### config.mk
export PLATFORM = sky130hd
export DESIGN_NAME = ara_pe_req_broadcast
export DESIGN_NICKNAME = d
export VERILOG_FILES = /design/src/rtl/ara_pkg.sv /design/src/rtl/ara_stall_watchdog.sv /design/src/rtl/ara_pe_req_broadcast.sv
export SDC_FILE = /design/constraint.sdc
export NUM_CORES = 1
export LEC_CHECK = 0
export ABC_AREA = 1
export CAP_MARGIN = 0
export CORE_ASPECT_RATIO = 0.75
export CORE_MARGIN = 2
export CORE_UTILIZATION = 41
export CTS_BUF_LIST = sky130_fd_sc_hd__clkbuf_4 sky130_fd_sc_hd__clkbuf_8
export DETAILED_ROUTE_END_ITERATION = 10
export PLACE_DENSITY = 0.83
export SLEW_MARGIN = 20
export SYNTH_ARGS = -nofsm -noshare
export SYNTH_HDL_FRONTEND = slang
export SYNTH_SLANG_ARGS = --single-unit
### constraint.sdc
create_clock -name clk_i -period 1.6 [get_ports clk_i]
set_clock_uncertainty 0.05 [all_clocks]
set_input_delay 0.48 -clock clk_i [delete_from_list [all_inputs] [get_ports clk_i]]
set_output_delay 0.48 -clock clk_i [all_outputs]
set_load 0.02 [all_outputs]
### src/rtl/ara_pkg.sv
// Shared Ara types: pe_req_t payload, VFU ids, PE index offsets.
// pe_target_mask() maps a VFU and the vm bit to the set of PEs to address.
package ara_pkg;

    localparam int unsigned MaxNrLanes = 16;
    localparam int unsigned MaxNrPEs   = MaxNrLanes + 4;

    // Non-lane PEs sit directly above the lanes
    localparam int unsigned OffsetStore = 0;
    localparam int unsigned OffsetLoad  = 1;
    localparam int unsigned OffsetMask  = 2;
    localparam int unsigned OffsetSlide = 3;

    typedef enum logic [2:0] {
        VFU_None,
        VFU_Alu,
        VFU_MFpu,
        VFU_SlideUnit,
        VFU_MaskUnit,
        VFU_LoadUnit,
        VFU_StoreUnit
    } vfu_e;

    typedef enum logic {
        IDLE,
        BCAST
    } bcast_state_e;

    typedef struct packed {
        logic [2:0]  id;
        vfu_e        vfu;
        logic [7:0]  op;
        logic [4:0]  vs1;
        logic [4:0]  vs2;
        logic [4:0]  vd;
        logic        vm;
        logic [15:0] vl;
        logic [15:0] vstart;
    } pe_req_t;

    function automatic logic [MaxNrPEs-1:0] pe_target_mask(
        vfu_e        vfu,
        logic        vm,
        int unsigned nr_lanes
    );
        logic [MaxNrPEs-1:0] one;
        logic [MaxNrPEs-1:0] mask;
        one  = MaxNrPEs'(1);
        mask = '0;
        unique case (vfu)
            VFU_LoadUnit:  mask = one << (nr_lanes + OffsetLoad);
            VFU_StoreUnit: mask = one << (nr_lanes + OffsetStore);
            VFU_SlideUnit: mask = one << (nr_lanes + OffsetSlide);
            VFU_MaskUnit:  mask = one << (nr_lanes + OffsetMask);
            default:       mask = (one << nr_lanes) - one;
        endcase
        if (!vm) begin
            mask = mask | (one << (nr_lanes + OffsetMask));
        end
        return mask;
    endfunction

endpackage

### src/rtl/ara_stall_watchdog.sv
// Stall counter with sticky timeout flag for a pending broadcast.
// Counter saturates at TimeoutCycles; flag rises one cycle after TimeoutCycles-1.
module ara_stall_watchdog #(
    parameter int unsigned TimeoutCycles = 1024
) (
    input  logic clk,
    input  logic rst_n,
    input  logic busy,
    input  logic clear,
    output logic timeout
);

    localparam int unsigned CntW = $clog2(TimeoutCycles + 1);
    localparam logic [CntW-1:0] CntMax  = CntW'(TimeoutCycles);
    localparam logic [CntW-1:0] CntTrip = CntW'(TimeoutCycles - 1);

    logic [CntW-1:0] stall_cnt_q;
    logic            timeout_q;

    always_ff @(posedge clk or negedge rst_n) begin
        if (!rst_n) begin
            stall_cnt_q <= '0;
            timeout_q   <= 1'b0;
        end else begin
            if (!busy || clear) begin
                stall_cnt_q <= '0;
            end else if (stall_cnt_q != CntMax) begin
                stall_cnt_q <= stall_cnt_q + 1'b1;
            end
            if (stall_cnt_q == CntTrip) begin
                timeout_q <= 1'b1;
            end
        end
    end

    assign timeout = timeout_q;

endmodule

### src/rtl/ara_pe_req_broadcast.sv
// Broadcasts one pe_req to a PE subset, tracking per-PE acceptance.
// Optional stall watchdog enabled by define ARA_PE_REQ_TIMEOUT_EN.
module ara_pe_req_broadcast
    import ara_pkg::*;
#(
    parameter int unsigned NrLanes       = 4,
    parameter int unsigned TimeoutCycles = 1024,
    localparam int unsigned NrPEs        = NrLanes + 4
) (
    input  logic             clk_i,
    input  logic             rst_ni,
    input  pe_req_t          pe_req_i,
    input  logic [NrPEs-1:0] pe_target_i,
    input  logic             pe_req_valid_i,
    output logic             pe_req_ready_o,
    output pe_req_t          pe_req_o,
    output logic [NrPEs-1:0] pe_req_valid_o,
    input  logic [NrPEs-1:0] pe_req_ready_i,
    output logic             busy_o,
    output logic             stall_timeout_o
);

    if (TimeoutCycles < 2) begin : g_bad_timeout
        $error("TimeoutCycles must be at least 2");
    end

    logic [NrPEs-1:0] pending_q;
    logic [NrPEs-1:0] pending_d;
    logic [NrPEs-1:0] pending_next;
    pe_req_t          req_q;
    pe_req_t          req_d;
    logic             upstream_ready;
    logic             accept;
    bcast_state_e     state;

    assign state = (pending_q == '0) ? IDLE : BCAST;

    always_ff @(posedge clk_i or negedge rst_ni) begin
        if (!rst_ni) begin
            pending_q <= '0;
            req_q     <= '0;
        end else begin
            pending_q <= pending_d;
            req_q     <= req_d;
        end
    end

    // Ready looks through this cycle's PE readys so the slot refills with no bubble
    always_comb begin
        pending_next   = pending_q & ~pe_req_ready_i;
        upstream_ready = (pending_next == '0);
        accept         = pe_req_valid_i && upstream_ready;
        pending_d      = pending_next;
        req_d          = req_q;
        if (accept) begin
            pending_d = pe_target_i;
            req_d     = pe_req_i;
        end
    end

    always_comb begin
        pe_req_ready_o = upstream_ready;
        pe_req_valid_o = pending_q;
        pe_req_o       = req_q;
        busy_o         = (state == BCAST);
    end

`ifdef ARA_PE_REQ_TIMEOUT_EN
    logic handshake;

    assign handshake = |(pending_q & pe_req_ready_i);

    ara_stall_watchdog #(
        .TimeoutCycles(TimeoutCycles)
    ) i_watchdog (
        .clk    (clk_i),
        .rst_n  (rst_ni),
        .busy   (busy_o),
        .clear  (handshake),
        .timeout(stall_timeout_o)
    );
`else
    assign stall_timeout_o = 1'b0;
`endif

endmodule

==> results.ini, run 1 <==
[floorplan]
die_area_sq_mm=0.00791
core_sq_mm=0.00690
io_pins=154
rows=26
die-height_microns=77.5
start_util_pct=42.9
die_x_microns=102

[yosys]
ys_warn_count=0
ys_ff_latch=70
synth_nets=410
yosys.cell_types.count=13
synth.avg_cell_area_sq_um=8.99
yosysSeqAreaShare_pct=59.2
synth_area_leaders=dfrtp_1, nand2_1, nand4_1, buf_2, inv_1
syn_area_sq_mm=0.00296
synth_area_leader_cell=dfrtp_1
synth_top_area_share_pct=59.2
syn_inst=329

[clock_tree]
insertion_delay_ns=0.34
cts_tree=yes
clkTransAtPathRegs_ns=0.08
cts_hold_buffers=0
cts_buffers=9
clockBufferDepth=2
htree_levels=3
root_buffer=clkbuf_8
cts.sinks=70

[timing]
fin_ws_ns=-0.346
setup_tns_ns=-12.74
final.min_clock_period_ns=1.95
post-route-period-util_pct=122
rsz0062_at_grt=true
hold_viol=0
setup_viol=66
max_freq_ghz=0.514
slew_violations=0

[power_and_ir_drop]
vdd_ir_drop_max_uv=1060
power_density_mw_per_mm2=1970
p_leak_nw=2.74

[status]
violations=setup timing
run_status=finished with violations

[layout]
fillers=487
drive_gt1_share_pct=26.6
fin_util_pct=77.8
nets=595
final_cells=617
n_antenna_cell=0
area_growth_pct=81.5

[grt]
grt_pass1_wl_mm=16.2
antenna_found_initial=0
grt_overflow=0
grt_pass1_vias=3263
grt_max_degree=71
track_usage_pct=26.6

[setup_path]
worstPathArrival_ns=1.42
cp_max_fo=2
slowest_delay_ns=0.41
endpoint_kind=output pin
startpoint_type=flip-flop
cp_slowest_cell=dfrtp_1
path_cells=buf_4, nor4_2, nand2_1, buf_2
worstSetupPathType=reg2out
crit_required_ns=1.07

[drt]
ant_nets=0
drtIter0Drc=154
drtPass1Iterations=4
routed_wl_mm=10.7
drc=0
detail_route.wl_per_cell_microns=17.3
vias=3226
avgViaCountPerCell=5.23

[placed_design]
dp.cells=573
gp_congestion=0.819
io_buffers=152
post-dp-hpwl_mm=6.13

[job]
drv_cap=0

[min_path]
hold_class=in2async

cell usage after synthesis:
master / number
nand2_1: 145
dfrtp_1: 70
nand4_1: 70
buf_2: 20
inv_1: 8
clkbuf_1: 7
nor2_4: 2
nor4_1: 2
and2_1: 1
buf_1: 1
buf_4: 1
conb_1: 1
nand3_2: 1
final timing paths:
kind | startpoint | to | slack, ns | cells past startpoint
hold reg to reg | pe_req_o[41]$_DFFE_PN0P_ | pe_req_o[41]$_DFFE_PN0P_ | 0.42 | 2
min in group clk_i | pe_req_o[41]$_DFFE_PN0P_ | pe_req_o[41]$_DFFE_PN0P_ | 0.42 | 2
setup reg to reg | pe_req_valid_o[5]$_DFF_PN0_ | pe_req_o[55]$_DFFE_PN0P_ | -0.26 | 12
hold / removal | rst_ni | pe_req_valid_o[5]$_DFF_PN0_ | 0.10 | 2
setup / recovery | pe_req_valid_o[6]$_DFF_PN0_ | busy_o | -0.35 | 4
max in group asynchronous | rst_ni | pe_req_o[56]$_DFFE_PN0P_ | 1.09 | 2
cell usage in the layout (no fill, tap or decap):
cell type,synthesis,final
nand2_4,0,10
nand3_4,0,1
clkdlybuf4s15_1,0,36
nand2_2,0,21
clkinvlp_4,0,2
conb_1,1,1
buf_6,0,20
clkdlybuf4s50_1,0,70
nor4_2,0,2
nand4_1,70,70
clkbuf_8,0,11
nor2_4,2,2
buf_12,0,11
buf_4,1,20
and2_4,0,1
dfrtp_1,70,70
nand2_1,145,114
buf_16,0,3
clkbuf_16,0,1
dlygate4sd2_1,0,12
buf_2,20,7
inv_1,8,8
clkbuf_2,0,23
bufinv_16,0,3
final cells by class:
class | count | area (sq um) | area share [%]
Timing Repair Buffer | 203 | 2020 | 37.6
Sequential cell | 70 | 1750 | 32.6
Multi-Input combinational cell | 222 | 1190 | 22.1
Clock buffer | 11 | 151 | 2.82
Tap cell | 98 | 123 | 2.28
Clock inverter | 5 | 105 | 1.96
Inverter | 8 | 30.0 | 0.559
layer usage:
layer | wire [microns] | global-route usage, % | up-vias | part of all wire (%)
li1 | - | - | 1483 | -
met1 | 4300 | 33.7 | 1566 | 40
met2 | 5340 | 43.8 | 155 | 50
met3 | 828 | 6.76 | 22 | 7.8
met4 | 207 | 9.87 | 0 | 1.9
met5 | 0 | 0 | - | 0
per-stage QoR:
step	cell area [sq um]	setup WS, ns	power, W	hold WS, ns
after floorplan	2960	0.0114	0.00554	0.134
after global placement	4690	-0.482	0.00806	0.403
after detailed placement	4690	-0.493	0.00819	0.407
after CTS	5290	-0.305	0.0102	0.112
after global routing	5370	-0.407	0.0111	0.116
final	5370	-0.346	0.0106	0.101
flip-flops by register name, indices dropped and copies added (netlist names):
signal	flops
pe_req_o	62
pe_req_valid_o	8
cells by family (layout without fill, tap and decap cells):
| family | count (synthesis) | count (layout) | share of synthesized area [%] |
|---|---|---|---|
| buffers and inverters | 37 | 227 | 5.67 |
| flip-flops | 70 | 70 | 59.2 |
| other | 1 | 1 | 0.127 |
| AND/OR/NAND/NOR | 221 | 221 | 35.0 |
power by group:
part,total (W),internal [W],switching (W)
Combinational,0.00565,0.00247,0.00318
Sequential,0.00309,0.00257,0.000517
Clock,0.00181,0.00112,0.000693
worst max-delay path: cells and delay by family, from the launching register on:
kind | cells | cell delay (ns)
buffers and inverters | 2 | 0.31
and+or+nand+nor | 2 | 0.35
DFF | 1 | 0.41
what timing repair did:
action | in CTS | in global routing
endpoints found under the setup margin | 136 | 117
pin swaps | 17 | 3
buffers inserted | 27 | 8
gates cloned | 4 | 1
resized for setup | 174 | 95
(Power assumes the default switching activity.)
==> run 2: changes to the inputs <==
--- a/config.mk
+++ b/config.mk
@@ -11,6 +11,6 @@
 export CORE_MARGIN = 2
-export CORE_UTILIZATION = 41
+export CORE_UTILIZATION = 37
 export CTS_BUF_LIST = sky130_fd_sc_hd__clkbuf_4 sky130_fd_sc_hd__clkbuf_8
 export DETAILED_ROUTE_END_ITERATION = 10
-export PLACE_DENSITY = 0.83
+export PLACE_DENSITY = 0.76
 export SLEW_MARGIN = 20
--- a/constraint.sdc
+++ b/constraint.sdc
@@ -4,2 +4,2 @@
 set_output_delay 0.48 -clock clk_i [all_outputs]
-set_load 0.02 [all_outputs]
+set_load 0.01 [all_outputs]
==> results.ini, run 2 (synthesis gave the netlist of run 1 again) <==
[status]
run_status=finished with violations
violations=setup timing

[grt]
antenna_found_initial=0
grt_pass1_wl_mm=16.8
grt_pass1_vias=3209
grt_overflow=0
grt_max_degree=71
track_usage_pct=25.4

[layout]
area_growth_pct=83.9
nets=599
drive_gt1_share_pct=20.5
final_common_cell=nand2_1
n_antenna_cell=0
largest_reg_flops=62
mostFrequentLayoutCells=nand2_1, nand4_1, clkdlybuf4s50_1, dfrtp_1, dlygate4sd2_1
final_cells=628

[timing]
slew_violations=0
max_freq_ghz=0.537
setup_tns_ns=-5.95
fin_ws_ns=-0.262
hold_viol=0
post-route-period-util_pct=116
setup_viol=64
rsz0062_at_grt=true
final.min_clock_period_ns=1.86

[floorplan]
core_sq_mm=0.00781
rows=28
die-height_microns=81.4
die_area_sq_mm=0.00873
io_pins=154
die_x_microns=107
start_util_pct=37.8

[power_and_ir_drop]
p_leak_nw=2.81
total_power_w=0.0100
power_density_mw_per_mm2=1840
vdd_ir_drop_max_uv=963

[setup_path]
cp_slowest_cell=dfrtp_1
r2r_start=pe_req_valid_o[2]$_DFF_PN0_
worstPathArrival_ns=1.33
path_common_cell=nand2_2
endpoint_kind=output pin
slowest_delay_ns=0.41
r2r_end=pe_req_o[13]$_DFFE_PN0P_
cp-startpoint=pe_req_valid_o[6]$_DFF_PN0_
path_cells=buf_4, nand2_2, nand2_2, nor2_4, and2_4, buf_6
reg2reg_slack_ns=-0.13
worstSetupPathType=reg2out
startpoint_type=flip-flop
reg2reg_depth=10
cp_max_fo=2
crit_required_ns=1.07

[placed_design]
post-dp-hpwl_mm=5.88
gp_congestion=0.787
dp.cells=572
io_buffers=152

[drt]
drtPass1Iterations=5
detail_route.wl_per_cell_microns=17.7
avgViaCountPerCell=5.20
ant_nets=0
drc=0
routed_wl_mm=11.1
vias=3265
drtIter0Drc=186

[clock_tree]
cts_tree=yes
clkTransAtPathRegs_ns=0.08
cts_buffers=9
clockBufferDepth=2
cts.sinks=70
htree_levels=3
root_buffer=clkbuf_8
insertion_delay_ns=0.34

[min_path]
hold_class=in2async

[job]
drv_cap=0

-- run 2: critical path: cells and delay by family, from the launching register on --
| family | cells | cell delay (ns) |
|---|---|---|
| buffers and inverters | 2 | 0.24 |
| flip-flops | 1 | 0.41 |
| AND/OR/NAND/NOR | 4 | 0.35 |
-- run 2: per-stage QoR --
stage	util (%)	hold slack, ns	area [sq um]	worst slack, ns
after global routing	69.6	0.136	5440	-0.360
after CTS	67.2	0.116	5250	-0.301
after floorplan	-	0.134	2960	0.0795
after global placement	59.0	0.404	4610	-0.964
final	69.6	0.110	5440	-0.262
after detailed placement	59.0	0.407	4610	-1.04
-- run 2: cell type report --
| type | count | area (sq um) |
|---|---|---|
| clock inverter | 7 | 123 |
| sequential | 70 | 1750 |
| clock buffer | 9 | 124 |
| timing repair buffer | 207 | 2160 |
| inverter | 8 | 30.0 |
| multi-input combinational | 222 | 1120 |
| fill | 634 | 2370 |
| tap | 105 | 131 |
-- run 2: what timing repair did --
action / 4_1_cts / 5_1_grt
endpoints found under the setup margin: 142 / 89
pin swaps: 10 / 3
hold buffers: 0 / 0
cloned: 6 / 5
gates resized for setup: 133 / 38
buffers inserted: 32 / 8
endpoints found under the hold margin: 0 / 0
-- run 2: worst max-delay path by stage --
stage	end	slack [ns]	cells after the start
2_1_floorplan	pe_req_ready_o	0.08	5
3_3_place_gp	pe_req_o[31]$_DFFE_PN0P_	-0.96	10
3_5_place_dp	pe_req_o[12]$_DFFE_PN0P_	-1.04	10
4_1_cts	pe_req_ready_o	-0.30	6
5_1_grt	pe_req_ready_o	-0.36	6
6_report	pe_req_ready_o	-0.26	6
-- run 2: layer usage --
layer / track usage [%] / wire length, microns
met5: 0 / 0
met4: 7.66 / 75
met3: 6.98 / 885
met2: 43.0 / 5480
met1: 32.2 / 4700
-- run 2: where the power goes --
group / total [W] / internal [W] / switching, W
sequential: 0.00308 / 0.00257 / 0.000507
clock: 0.00176 / 0.00104 / 0.000716
combinational: 0.00516 / 0.00259 / 0.00257
total: 0.0100 / 0.00620 / 0.00379
